<file path="config.mk">
export PLATFORM = sky130hd
export DESIGN_NAME = his_peak_finder
export DESIGN_NICKNAME = d
export VERILOG_FILES = /design/src/rtl/his_peak_finder.sv
export SDC_FILE = /design/constraint.sdc
export NUM_CORES = 1
export LEC_CHECK = 0
export ABC_AREA = 1
export ABC_CLOCK_PERIOD_IN_PS = 4400
export CAP_MARGIN = 20
export CORE_MARGIN = 2
export CORE_UTILIZATION = 40
export CTS_BUF_LIST = sky130_fd_sc_hd__clkbuf_8
export DETAILED_ROUTE_END_ITERATION = 8
export PLACE_DENSITY = 0.7
export SYNTH_ARGS = -nofsm -noshare
export SYNTH_HDL_FRONTEND = slang
export SYNTH_SLANG_ARGS = --single-unit
</file>
<file path="constraint.sdc">
create_clock -name clk -period 4.4 [get_ports clk]
set_input_delay 0.44 -clock clk [delete_from_list [all_inputs] [get_ports clk]]
set_output_delay 0.44 -clock clk [all_outputs]
set_load 0.05 [all_outputs]
</file>
<file path="src/rtl/his_peak_finder.sv">
// Peak-bin finder: sweeps one finished histogram bank pixel by pixel and
// reports the highest bin (lowest index on ties) per pixel over valid/ready.
module his_peak_finder #(
  parameter int NB      = 16,
  parameter int BIN_W   = 4,
  parameter int CNT_W   = 8,
  parameter int PIX_NUM = 4,
  parameter int PIX_W   = 8,
  parameter int ADDR_W  = 7
) (
  input  logic              clk,
  input  logic              res,
  input  logic              start,
  input  logic              bank,
  input  logic [CNT_W-1:0]  thr,
  output logic              rd_en,
  output logic [ADDR_W-1:0] rd_addr,
  input  logic [CNT_W-1:0]  rd_data,
  output logic              out_valid,
  input  logic              out_ready,
  output logic [PIX_W-1:0]  out_pix,
  output logic [BIN_W-1:0]  out_bin,
  output logic [CNT_W-1:0]  out_cnt,
  output logic              out_hit,
  output logic              busy,
  output logic              done,
  output logic              overrun
);

  typedef enum logic [2:0] {IDLE, READ, FLUSH, OUT, DONE} state_t;

  localparam logic [ADDR_W-1:0] BANK_SZ  = ADDR_W'(PIX_NUM * NB);
  localparam logic [ADDR_W-1:0] PIX_SZ   = ADDR_W'(NB);
  localparam logic [BIN_W-1:0]  LAST_BIN = BIN_W'(NB - 1);
  localparam logic [PIX_W-1:0]  LAST_PIX = PIX_W'(PIX_NUM - 1);

  state_t             state;
  logic               bank_q;
  logic [CNT_W-1:0]   thr_q;
  logic [PIX_W-1:0]   pix;
  logic [BIN_W-1:0]   bin;
  logic [CNT_W-1:0]   max_cnt, nx_cnt;
  logic [BIN_W-1:0]   max_bin, nx_bin;
  logic               cmp_vld;
  logic [BIN_W-1:0]   cmp_bin;

  function automatic logic [ADDR_W-1:0] addr_of(input logic b,
                                                 input logic [PIX_W-1:0] p,
                                                 input logic [BIN_W-1:0] n);
    return (b ? BANK_SZ : '0) + ADDR_W'(p) * PIX_SZ + ADDR_W'(n);
  endfunction

  // Bin 0 reloads the running max so a previous pixel's peak never leaks in.
  always_comb begin
    nx_cnt = max_cnt;
    nx_bin = max_bin;
    if (cmp_vld && (cmp_bin == '0 || rd_data > max_cnt)) begin
      nx_cnt = rd_data;
      nx_bin = cmp_bin;
    end
  end

  always_ff @(posedge clk) begin
    if (res) begin
      state     <= IDLE;
      bank_q    <= 1'b0;
      thr_q     <= '0;
      pix       <= '0;
      bin       <= '0;
      max_cnt   <= '0;
      max_bin   <= '0;
      cmp_vld   <= 1'b0;
      cmp_bin   <= '0;
      rd_en     <= 1'b0;
      rd_addr   <= '0;
      out_valid <= 1'b0;
      out_pix   <= '0;
      out_bin   <= '0;
      out_cnt   <= '0;
      out_hit   <= 1'b0;
      busy      <= 1'b0;
      done      <= 1'b0;
      overrun   <= 1'b0;
    end else begin
      overrun <= start && (state != IDLE);
      cmp_vld <= rd_en;
      cmp_bin <= bin;
      max_cnt <= nx_cnt;
      max_bin <= nx_bin;
      case (state)
        IDLE: if (start) begin
          bank_q  <= bank;
          thr_q   <= thr;
          pix     <= '0;
          bin     <= '0;
          max_cnt <= '0;
          max_bin <= '0;
          rd_en   <= 1'b1;
          rd_addr <= addr_of(bank, '0, '0);
          busy    <= 1'b1;
          state   <= READ;
        end
        READ: begin
          if (bin == LAST_BIN) begin
            rd_en <= 1'b0;
            state <= FLUSH;
          end else begin
            bin     <= bin + 1'b1;
            rd_addr <= addr_of(bank_q, pix, bin + 1'b1);
          end
        end
        // The last read's data lands here; publish the merged result directly.
        FLUSH: begin
          out_valid <= 1'b1;
          out_pix   <= pix;
          out_bin   <= nx_bin;
          out_cnt   <= nx_cnt;
          out_hit   <= (nx_cnt >= thr_q);
          state     <= OUT;
        end
        OUT: if (out_ready) begin
          out_valid <= 1'b0;
          if (pix == LAST_PIX) begin
            done  <= 1'b1;
            state <= DONE;
          end else begin
            pix     <= pix + 1'b1;
            bin     <= '0;
            rd_en   <= 1'b1;
            rd_addr <= addr_of(bank_q, pix + 1'b1, '0);
            state   <= READ;
          end
        end
        DONE: begin
          done  <= 1'b0;
          busy  <= 1'b0;
          state <= IDLE;
        end
        default: state <= IDLE;
      endcase
    end
  end

endmodule
</file>
**After elaboration in Yosys (flattened, before gate mapping)**

Index checks and enable logic that the tools add are counted.

- Register bits: 74
- Output and inout bits: 33
- Word-level logic and storage cells: 95

- $add $sub $neg: 5
- Magnitude comparators: 2
- Eq/ne operators: 12
- Mux-type cells: 38
- Reduce and logical (&&, ||, !) cells: 19

Operators by type and width:

| cell | number |
|---|---|
| $mux 8 | 6 |
| $mux 7 | 6 |
| $mux 4 | 7 |
| $pmux 7 s3 | 1 |
| $pmux 8 s2 | 1 |
| $add 7x7->7 | 2 |
| $mux 3 | 4 |
| $ne 2x2->1 const B | 6 |
| $pmux 3 s4 | 1 |
| $pmux 4 s3 | 1 |
| $reduce_and 5->1 | 2 |
| $add 8x1->8 const B | 1 |
| $eq 8x2->1 const B | 1 |
| $ge 8x8->1 | 1 |
| $gt 8x8->1 | 1 |
| $reduce_bool 2->1 | 4 |
| $add 7x4->7 | 1 |
| $mux 1 | 7 |
| $eq 3x2->1 const B | 2 |
| $pmux 1 s2 | 3 |
| $reduce_and 2->1 | 3 |
| $reduce_and 3->1 | 2 |
| $reduce_bool 3->1 | 2 |
| $add 4x1->4 const B | 1 |
| 9 further kinds | 10 |

**Longest topological paths before layout**

Gate-level depths: netlist of the first run.

- Depth in word-level cells: 6
- Mapped depth: 22
- Depth with buffers taken out: 22

**Least setup slack after synthesis of the first run**

No wires, ideal clock.

- Path type: input port to flip-flop
- Start: in rd_data[7]
- End: reg out_hit
- Library setup time: 71 ps
- Arrival time: 2305 ps
- Path slack: 2024 ps
- Stages on the path: 18
- Buffers on the path: 1
- Path through: ha_1 nand2_1 nor2_1 nand2_1 nand2_1 nand2_1 nand2_1 nand2_1 buf_2 nand2_1 nand2_1 ha_1 inv_1 o31ai_1 nand2_1 nand3_1 nand2_1 a21oi_1

- Word-level cells in the longest chain between the ends: 5

RTL lines:

| item | line | source |
|---|---|---|
| start: declaration | 18 | `input logic [CNT_W-1:0] rd_data,` |
| $gt 8x8->1 | 57 | `if (cmp_vld && (cmp_bin == '0 \|\| rd_data > max_cnt)) begin` |
| $logic_or 1x1->1 | 57 |  |
| $logic_and 1x1->1 | 57 |  |
| $mux 8 | 57 |  |
| named net nx_cnt[3] | 42 | `logic [CNT_W-1:0] max_cnt, nx_cnt;` |
| $ge 8x8->1 | 118 | `out_hit <= (nx_cnt >= thr_q);` |
| end signal: assignment | 118 |  |
| end: declaration | 24 | `output logic out_hit,` |

The timed path passes the listed nets, and every way through them passes these cells.
A chain may end at the register's enable or synchronous reset.

**Final worst setup path of the first run**

- Start: in rd_data[3]
- End: reg out_hit

- Word-level cells in the longest chain between the ends: 5

RTL lines:

| item | line |
|---|---|
| $gt 8x8->1 | 57 |
| $logic_or 1x1->1 | 57 |
| $logic_and 1x1->1 | 57 |
| $mux 8 * | 57 |
| named net nx_cnt[3] | 42 |
| $ge 8x8->1 * | 118 |

Mark *: on every way through the listed nets, which the timed path passes. The rest lies on a longest branch.

==> impl_metrics.prom, run 1 <==
# TYPE chip_impl_metric gauge
chip_impl_metric{name="h-tree-depth",unit=""} 3
chip_impl_metric{name="worst_ep_arrival_time",unit="ns"} 3.44
chip_impl_metric{name="routed-via-count",unit=""} 3033
chip_impl_metric{name="grt_remaining_overflow",unit=""} 0
chip_impl_metric{name="critical_path_required",unit="ns"} 4.67
chip_impl_info{name="min-delay-path-class",value="reg -> reg"} 1
chip_impl_metric{name="max_clock_freq",unit="GHz"} 0.315
chip_impl_metric{name="drcViolationCount",unit=""} 0
chip_impl_metric{name="die-height",unit="um"} 96.2
chip_impl_metric{name="clock_transition_time_at_the_flip_flop_clock_pins_of_the_worst_setup_and_hold_paths",unit="ns"} 0.08
chip_impl_metric{name="ys_ff_latch",unit=""} 73
chip_impl_info{name="grt_setup_unrepaired",value="false"} 1
chip_impl_metric{name="ys_seq_area_share",unit="%"} 43.0
chip_impl_metric{name="grt_first_pass_wirelength",unit="um"} 12700
chip_impl_metric{name="track_usage",unit="%"} 17.7
chip_impl_metric{name="final_min_period_over_clock_period",unit="%"} 72.0
chip_impl_metric{name="synth_edf_count",unit=""} 0
chip_impl_metric{name="ys_async_sr_fraction",unit="%"} 0
chip_impl_metric{name="insertedDiodeCount",unit=""} 0
chip_impl_metric{name="die-width",unit="um"} 96.2
chip_impl_info{name="cts_tree",value="built"} 1
chip_impl_info{name="worstSetupEndpointType",value="flop"} 1
chip_impl_metric{name="worst_clock_skew",unit="ns"} 0.00779
chip_impl_metric{name="ir_worst_vdd",unit="mV"} 0.264
chip_impl_metric{name="maxCapViolCount",unit=""} 0
chip_impl_metric{name="pre_cts_setup_slack",unit="ns"} 0.940
chip_impl_metric{name="yosys.cell_types.count",unit=""} 34
chip_impl_info{name="criticalPathCategory",value="in -> reg"} 1
chip_impl_metric{name="finalCriticalPeriod",unit="ns"} 3.17
chip_impl_metric{name="cts-root-to-sink-buffers",unit=""} 2
chip_impl_metric{name="worstSkewPairLatency",unit="ns"} 0.34
chip_impl_metric{name="routabilityCongestion",unit=""} 0.899
chip_impl_metric{name="syn_to_final_growth",unit="%"} 23.6
chip_impl_metric{name="max_slew_margin",unit="%"} 49.4
chip_impl_metric{name="initialDrtViolationCount",unit=""} 125
chip_impl_metric{name="final_core_util",unit="%"} 51.1
chip_impl_metric{name="placeableCoreArea",unit="sq um"} 8220
chip_impl_metric{name="final_net_count",unit=""} 547
chip_impl_info{name="ys_dominant_reg_cell",value="sky130_fd_sc_hd__dfxtp_1"} 1
chip_impl_metric{name="hpwlAfterDp",unit="um"} 5640
chip_impl_metric{name="cts_sinks",unit=""} 73
chip_impl_metric{name="post_cts.resized_instances",unit=""} 0
chip_impl_metric{name="fin_setup_tns",unit="ns"} 0
chip_impl_metric{name="synth_warnings",unit=""} 0
chip_impl_metric{name="area_of_the_die",unit="sq um"} 9250
chip_impl_metric{name="syn-cell-area",unit="sq um"} 3400
chip_impl_metric{name="worst_slack",unit="ns"} 1.23
chip_impl_info{name="crit_slowest_cell",value="sky130_fd_sc_hd__clkdlybuf4s50_1"} 1
chip_impl_metric{name="cts-buffers-inserted",unit=""} 9
chip_impl_metric{name="totalWireLength",unit="um"} 7700
chip_impl_metric{name="number_of_global_route_vias_before_repair",unit=""} 2859
chip_impl_metric{name="final_layout_size_suffix_gt1_share",unit="%"} 6.84
chip_impl_info{name="worst_setup_sp_type",value="input pin"} 1
chip_impl_metric{name="detail_route.vias_per_cell",unit=""} 4.92
chip_impl_metric{name="floorplan.rows",unit=""} 33
chip_impl_metric{name="finalSetupViolations",unit=""} 0
chip_impl_metric{name="postCtsHoldBufs",unit=""} 0
chip_impl_metric{name="drtAntennaViolNets",unit=""} 0
chip_impl_info{name="clock-root-buffer",value="sky130_fd_sc_hd__clkbuf_8"} 1
chip_impl_metric{name="power",unit="W"} 0.00211
chip_impl_metric{name="cell_count_after_synthesis",unit=""} 458
chip_impl_info{name="cell_seen_most_often_among_critical_path_stages",value="sky130_fd_sc_hd__nand2_1"} 1
chip_impl_metric{name="io_pins",unit=""} 54
chip_impl_metric{name="drv_slew",unit=""} 0
chip_impl_metric{name="cell_pwr_density",unit="nW/um^2"} 503
chip_impl_metric{name="placed_cell_area",unit="sq um"} 4010
chip_impl_metric{name="hold_viol_final",unit=""} 0
chip_impl_metric{name="stdcell_area",unit="sq um"} 4200
chip_impl_metric{name="post_synthesis_net_count",unit=""} 497
chip_impl_metric{name="drt_pass1_iterations",unit=""} 4
chip_impl_metric{name="place.port_buffers",unit=""} 53
chip_impl_metric{name="critPathMaxFanout",unit=""} 13
chip_impl_metric{name="max_stage_delay",unit="ns"} 0.47
chip_impl_metric{name="largest_net_degree_at_the_start_of_global_routing",unit=""} 35
chip_impl_metric{name="synth.avg_cell_area",unit="sq um"} 7.42
chip_impl_metric{name="p_leak",unit="nW"} 1.79
chip_impl_metric{name="fillers",unit=""} 805
chip_impl_metric{name="post-cts-setup-buffers",unit=""} 0
chip_impl_metric{name="start_util",unit="%"} 41.4
chip_impl_metric{name="max_slew.worst_pin.slew",unit="ns"} 0.755
chip_impl_metric{name="wl_per_cell",unit="um"} 12.5
chip_impl_info{name="path_cells",value="clkdlybuf4s50_1 > ha_1 > nand2_1 > inv_1 > nand2_1 > nand2_1 > nand2_1 > nand2_1 > nand2_1 > nand2_1 > nand2_1 > nand2_1 > nand2_1 > ha_1 > inv_1 > o31ai_1 > nand2_1 > nand3_1 > nand2_1 > a21oi_1"} 1
chip_impl_info{name="outcome",value="complete, no violations"} 1
chip_impl_metric{name="grt_antenna_before_repair",unit=""} 0
[path summary, 6_finish.rpt]
| check | from | to | slack (ns) | cells after the start |
|---|---|---|---|---|
| worst max-delay path | rd_data[3] | out_hit$_SDFFE_PP0P_ | 1.23 | 20 |
| worst min-delay path | busy$_SDFFE_PP0P_ | busy$_SDFFE_PP0P_ | 0.46 | 2 |
| worst max register to register | max_cnt[3]$_SDFF_PP0_ | out_hit$_SDFFE_PP0P_ | 1.45 | 20 |
| worst min register to register | busy$_SDFFE_PP0P_ | busy$_SDFFE_PP0P_ | 0.46 | 2 |
[worst max-delay path: cells and delay by family]
family                   cells  cell delay, ns
adder cells (fa/ha/maj)      2            0.63
buffers and inverters        3            0.58
AND/OR/NAND/NOR             13            1.42
AO/OA/AOI/OAI                2            0.35
[registers in the layout, summed over array words and instances, names as in the netlist]
register and flops:
out_hit 1, out_cnt 8, overrun 1, max_cnt 8, pix 8, thr_q 8, out_valid 1, out_bin 4
state 3, out_pix 8, cmp_vld 1, rd_en 1, bank_q 1, max_bin 4, done 1, rd_addr 7
bin 3, busy 1, cmp_bin 4
[area by class of cell]
cell class / instances / area (sq um) / share of cell area (%)
Multi-Input combinational cell: 309 / 1630 / 38.9
Sequential cell: 73 / 1460 / 34.8
Tap cell: 105 / 131 / 3.13
Clock buffer: 10 / 138 / 3.28
Inverter: 58 / 220 / 5.24
Clock inverter: 5 / 56.3 / 1.34
Timing Repair Buffer: 57 / 561 / 13.3
[stage by stage]
| step | instances | hold WS, ns |
|---|---|---|
| final | 617 | 0.460 |
| after global routing | 617 | 0.475 |
| after CTS | 617 | 0.460 |
| after detailed placement | 602 | 0.445 |
| after global placement | 602 | 0.445 |
| after floorplan | 458 | 0.432 |
[cell usage after synthesis (2+ instances only)]
master                     instances  area share, %
sky130_fd_sc_hd__dfxtp_1          73             43
sky130_fd_sc_hd__xor2_1            4            1.0
sky130_fd_sc_hd__a21oi_1          39            5.7
sky130_fd_sc_hd__ha_1             18            6.6
sky130_fd_sc_hd__o21a_1           14            3.1
sky130_fd_sc_hd__inv_1            52            5.7
sky130_fd_sc_hd__buf_2             8            1.2
sky130_fd_sc_hd__o21ai_0          21            3.1
sky130_fd_sc_hd__o31ai_1           2           0.44
sky130_fd_sc_hd__nor2_2            3           0.55
sky130_fd_sc_hd__nand2_2           3           0.55
sky130_fd_sc_hd__nand3_1          45            6.6
sky130_fd_sc_hd__nor3_1            7            1.0
sky130_fd_sc_hd__nand2_1          95             10
sky130_fd_sc_hd__inv_2             4           0.44
sky130_fd_sc_hd__clkbuf_1          8           0.88
sky130_fd_sc_hd__xnor2_1           3           0.77
sky130_fd_sc_hd__nand4_1           4           0.74
sky130_fd_sc_hd__nor2_1           40            4.4
[layer usage]
layer / up-vias / routed length, um / GRT usage (%)
met5: - / 0 / 0
met4: 0 / 98 / 5.12
met3: 11 / 367 / 5.09
met2: 73 / 3780 / 30.6
li1: 1586 / - / -
met1: 1363 / 3440 / 21.2
[power by group]
| group | total [W] | internal, W | switching [W] |
|---|---|---|---|
| Combinational | 0.000787 | 0.000260 | 0.000527 |
| Clock | 0.000518 | 0.000273 | 0.000245 |
| Sequential | 0.000807 | 0.000748 | 0.0000589 |
[layout by cell type (no fill, tap or decap), drive strengths merged, types with 9 or more instances in the layout]
master          n
nor3            9
inv            57
clkbuf         10
dfxtp          73
ha             18
o21ai          23
a21oi          39
o21a           14
clkdlybuf4s50  53
nand2          98
nor2           43
nand3          46
[cell families (layout without fill, tap and decap cells)]
logic type | Yosys count | in the layout | share of synthesized area (%)
AOI/OAI and AO/OA | 80 | 80 | 13.2
xor gates and xnor gates | 7 | 7 | 1.80
adders and majority gates | 18 | 18 | 6.63
buffers and inverters | 76 | 130 | 9.09
DFF | 73 | 73 | 43.0
and+or+nand+nor | 204 | 204 | 26.3
Note: power is estimated with default switching activity, not from simulation.
==> inputs of run 2 (changes only) <==
--- a/config.mk
+++ b/config.mk
@@ -6,13 +6,13 @@
 export NUM_CORES = 1
 export LEC_CHECK = 0
 export ABC_AREA = 1
-export ABC_CLOCK_PERIOD_IN_PS = 4400
+export ABC_CLOCK_PERIOD_IN_PS = 2590
 export CAP_MARGIN = 20
 export CORE_MARGIN = 2
 export CORE_UTILIZATION = 40
 export CTS_BUF_LIST = sky130_fd_sc_hd__clkbuf_8
 export DETAILED_ROUTE_END_ITERATION = 8
-export PLACE_DENSITY = 0.7
+export PLACE_DENSITY = 0.73
 export SYNTH_ARGS = -nofsm -noshare
 export SYNTH_HDL_FRONTEND = slang
 export SYNTH_SLANG_ARGS = --single-unit
==> constraint.sdc (replaced) <==
create_clock -name clk -period 2.59 [get_ports clk]
set_input_delay 0.259 -clock clk [delete_from_list [all_inputs] [get_ports clk]]
set_output_delay 0.259 -clock clk [all_outputs]
set_load 0.05 [all_outputs]
==> run 2 against run 1 <==
Against the previous run:
- routed wire length up 13%
- critical path depth down 2
- sequential power grew 70%
- die area is the same
- global-route usage increased by 1.2 points
- register-to-register slack got worse by 1.3 ns
- clock-buffer cell count stayed put
- critical path type unchanged
- critical endpoint unchanged
- largest cell class unchanged
==> impl_metrics.prom, run 2 (synthesis gave the netlist of run 1 again) <==
# TYPE chip_impl_metric gauge
chip_impl_info{name="outcome",value="complete, no violations"} 1
chip_impl_metric{name="h-tree-depth",unit=""} 3
chip_impl_metric{name="drt_pass1_iterations",unit=""} 6
chip_impl_metric{name="place.port_buffers",unit=""} 53
chip_impl_metric{name="worst_clock_skew",unit="ns"} 0.00800
chip_impl_info{name="worstSetupEndpointType",value="flop"} 1
chip_impl_metric{name="initialDrtViolationCount",unit=""} 119
chip_impl_metric{name="final_layout_size_suffix_gt1_share",unit="%"} 17.8
chip_impl_metric{name="postCtsHoldBufs",unit=""} 0
chip_impl_info{name="final_common_cell",value="sky130_fd_sc_hd__nand2_1"} 1
chip_impl_metric{name="max_slew.worst_pin.slew",unit="ns"} 0.683
chip_impl_metric{name="hpwlAfterDp",unit="um"} 5840
chip_impl_metric{name="finalSetupViolations",unit=""} 0
chip_impl_metric{name="largest_net_degree_at_the_start_of_global_routing",unit=""} 37
chip_impl_metric{name="stdcell_area",unit="sq um"} 4630
chip_impl_metric{name="die-height",unit="um"} 96.2
chip_impl_metric{name="io_pins",unit=""} 54
chip_impl_metric{name="grt_remaining_overflow",unit=""} 0
chip_impl_metric{name="power",unit="W"} 0.00387
chip_impl_metric{name="hold_viol_final",unit=""} 0
chip_impl_metric{name="fin_setup_tns",unit="ns"} 0
chip_impl_metric{name="critical_path_required",unit="ns"} 2.88
chip_impl_metric{name="worstSkewPairLatency",unit="ns"} 0.35
chip_impl_metric{name="detail_route.vias_per_cell",unit=""} 5.05
chip_impl_metric{name="p_leak",unit="nW"} 2.01
chip_impl_metric{name="drtAntennaViolNets",unit=""} 0
chip_impl_info{name="worst_setup_sp_type",value="input pin"} 1
chip_impl_metric{name="placeableCoreArea",unit="sq um"} 8220
chip_impl_metric{name="totalWireLength",unit="um"} 8730
chip_impl_metric{name="insertedDiodeCount",unit=""} 0
chip_impl_metric{name="final_min_period_over_clock_period",unit="%"} 96.9
chip_impl_metric{name="ir_worst_vdd",unit="mV"} 0.454
chip_impl_info{name="clock-root-buffer",value="sky130_fd_sc_hd__clkbuf_8"} 1
chip_impl_metric{name="routed-via-count",unit=""} 3285
chip_impl_metric{name="grt_first_pass_wirelength",unit="um"} 13600
chip_impl_metric{name="cts_sinks",unit=""} 73
chip_impl_metric{name="area_of_the_die",unit="sq um"} 9250
chip_impl_metric{name="clock_transition_time_at_the_flip_flop_clock_pins_of_the_worst_setup_and_hold_paths",unit="ns"} 0.08
chip_impl_metric{name="worst_ep_arrival_time",unit="ns"} 2.80
chip_impl_metric{name="drcViolationCount",unit=""} 0
chip_impl_metric{name="routabilityCongestion",unit=""} 0.882
chip_impl_metric{name="max_slew_margin",unit="%"} 54.4
chip_impl_info{name="min-delay-path-class",value="reg -> reg"} 1
chip_impl_info{name="cts_tree",value="built"} 1
chip_impl_metric{name="fillers",unit=""} 756
chip_impl_metric{name="die-width",unit="um"} 96.2
chip_impl_metric{name="cts-buffers-inserted",unit=""} 9
chip_impl_metric{name="syn_to_final_growth",unit="%"} 36.3
chip_impl_metric{name="placed_cell_area",unit="sq um"} 4190
chip_impl_metric{name="cts-root-to-sink-buffers",unit=""} 2
chip_impl_info{name="criticalPathCategory",value="in -> reg"} 1
chip_impl_metric{name="floorplan.rows",unit=""} 33
chip_impl_metric{name="critPathMaxFanout",unit=""} 6
chip_impl_metric{name="drv_slew",unit=""} 0
chip_impl_info{name="most_used_cells_in_the_layout_excluding_fill_and_tap_cells",value="sky130_fd_sc_hd__nand2_1 (87), sky130_fd_sc_hd__dfxtp_1 (68), sky130_fd_sc_hd__inv_1 (50), sky130_fd_sc_hd__clkdlybuf4s50_1 (49), sky130_fd_sc_hd__nand3_1 (43)"} 1
chip_impl_metric{name="finalHoldWorstSlack",unit="ns"} 0.454
chip_impl_metric{name="track_usage",unit="%"} 18.9
chip_impl_metric{name="number_of_global_route_vias_before_repair",unit=""} 3131
chip_impl_metric{name="maxCapViolCount",unit=""} 0
chip_impl_metric{name="grt_antenna_before_repair",unit=""} 0
chip_impl_metric{name="final_net_count",unit=""} 579
chip_impl_metric{name="wl_per_cell",unit="um"} 13.4
chip_impl_metric{name="cell_pwr_density",unit="nW/um^2"} 835
chip_impl_metric{name="max_clock_freq",unit="GHz"} 0.399
chip_impl_metric{name="start_util",unit="%"} 41.4
chip_impl_metric{name="finalCriticalPeriod",unit="ns"} 2.51
## run 2: per-stage QoR
stage	util, %	worst slack, ns	cells
2_1_floorplan	-	0.313	458
3_5_place_dp	51.0	-0.360	626
5_1_grt	56.4	-0.0599	650
6_report	56.4	0.0809	650
3_3_place_gp	51.0	-0.241	626
4_1_cts	53.7	0.0763	642
## run 2: critical path: stages
cell	delay, ns
sky130_fd_sc_hd__clkdlybuf4s50_1	0.49
sky130_fd_sc_hd__ha_4	0.32
sky130_fd_sc_hd__nand2_2	0.06
sky130_fd_sc_hd__nor2_2	0.12
sky130_fd_sc_hd__nand2_1	0.08
sky130_fd_sc_hd__nand2_1	0.05
sky130_fd_sc_hd__nand2_1	0.05
sky130_fd_sc_hd__nand2_2	0.12
sky130_fd_sc_hd__nand2_4	0.10
sky130_fd_sc_hd__buf_6	0.16
sky130_fd_sc_hd__nand2_1	0.08
sky130_fd_sc_hd__nand2_1	0.10
sky130_fd_sc_hd__ha_1	0.29
sky130_fd_sc_hd__nand2_1	0.07
sky130_fd_sc_hd__o21a_1	0.18
sky130_fd_sc_hd__nand3_1	0.07
sky130_fd_sc_hd__nand2_1	0.07
sky130_fd_sc_hd__a21oi_2	0.14
## run 2: path summary, 6_finish.rpt
check / depth (start not counted) / startpoint / end / slack, ns
min reg2reg: 2 / busy$_SDFFE_PP0P_ / busy$_SDFFE_PP0P_ / 0.45
max reg2reg: 20 / max_cnt[3]$_SDFF_PP0_ / out_hit$_SDFFE_PP0P_ / 0.14
max: 18 / rd_data[7] / out_hit$_SDFFE_PP0P_ / 0.08
min: 2 / busy$_SDFFE_PP0P_ / busy$_SDFFE_PP0P_ / 0.45
## run 2: final cells by class
class	instances	area, sq um	share of cell area (%)
timing repair buffer	89	816	17.6
multi-input combinational	309	1780	38.3
sequential	73	1470	31.7
clock inverter	6	83.8	1.81
inverter	58	220	4.75
tap	105	131	2.84
clock buffer	10	138	2.97
## run 2: layer usage
metal  part of all wire [%]  GRT usage (%)
met1                     41           22.4
met2                     52           33.8
met3                    5.0           5.01
met4                    1.4           4.52
met5                      0              0
## run 2: repair_timing
item	4_1_cts	5_1_grt
pin swaps	0	18
cloned	0	1
buffers inserted	0	7
resized for setup	1	41
setup endpoints to repair	1	1
## run 2: where the power goes
part	switching, W	internal (W)	total [W]
logic	0.000977	0.000538	0.00151
clock network	0.000423	0.000564	0.000986
registers	0.0000934	0.00127	0.00137
total	0.00149	0.00237	0.00387
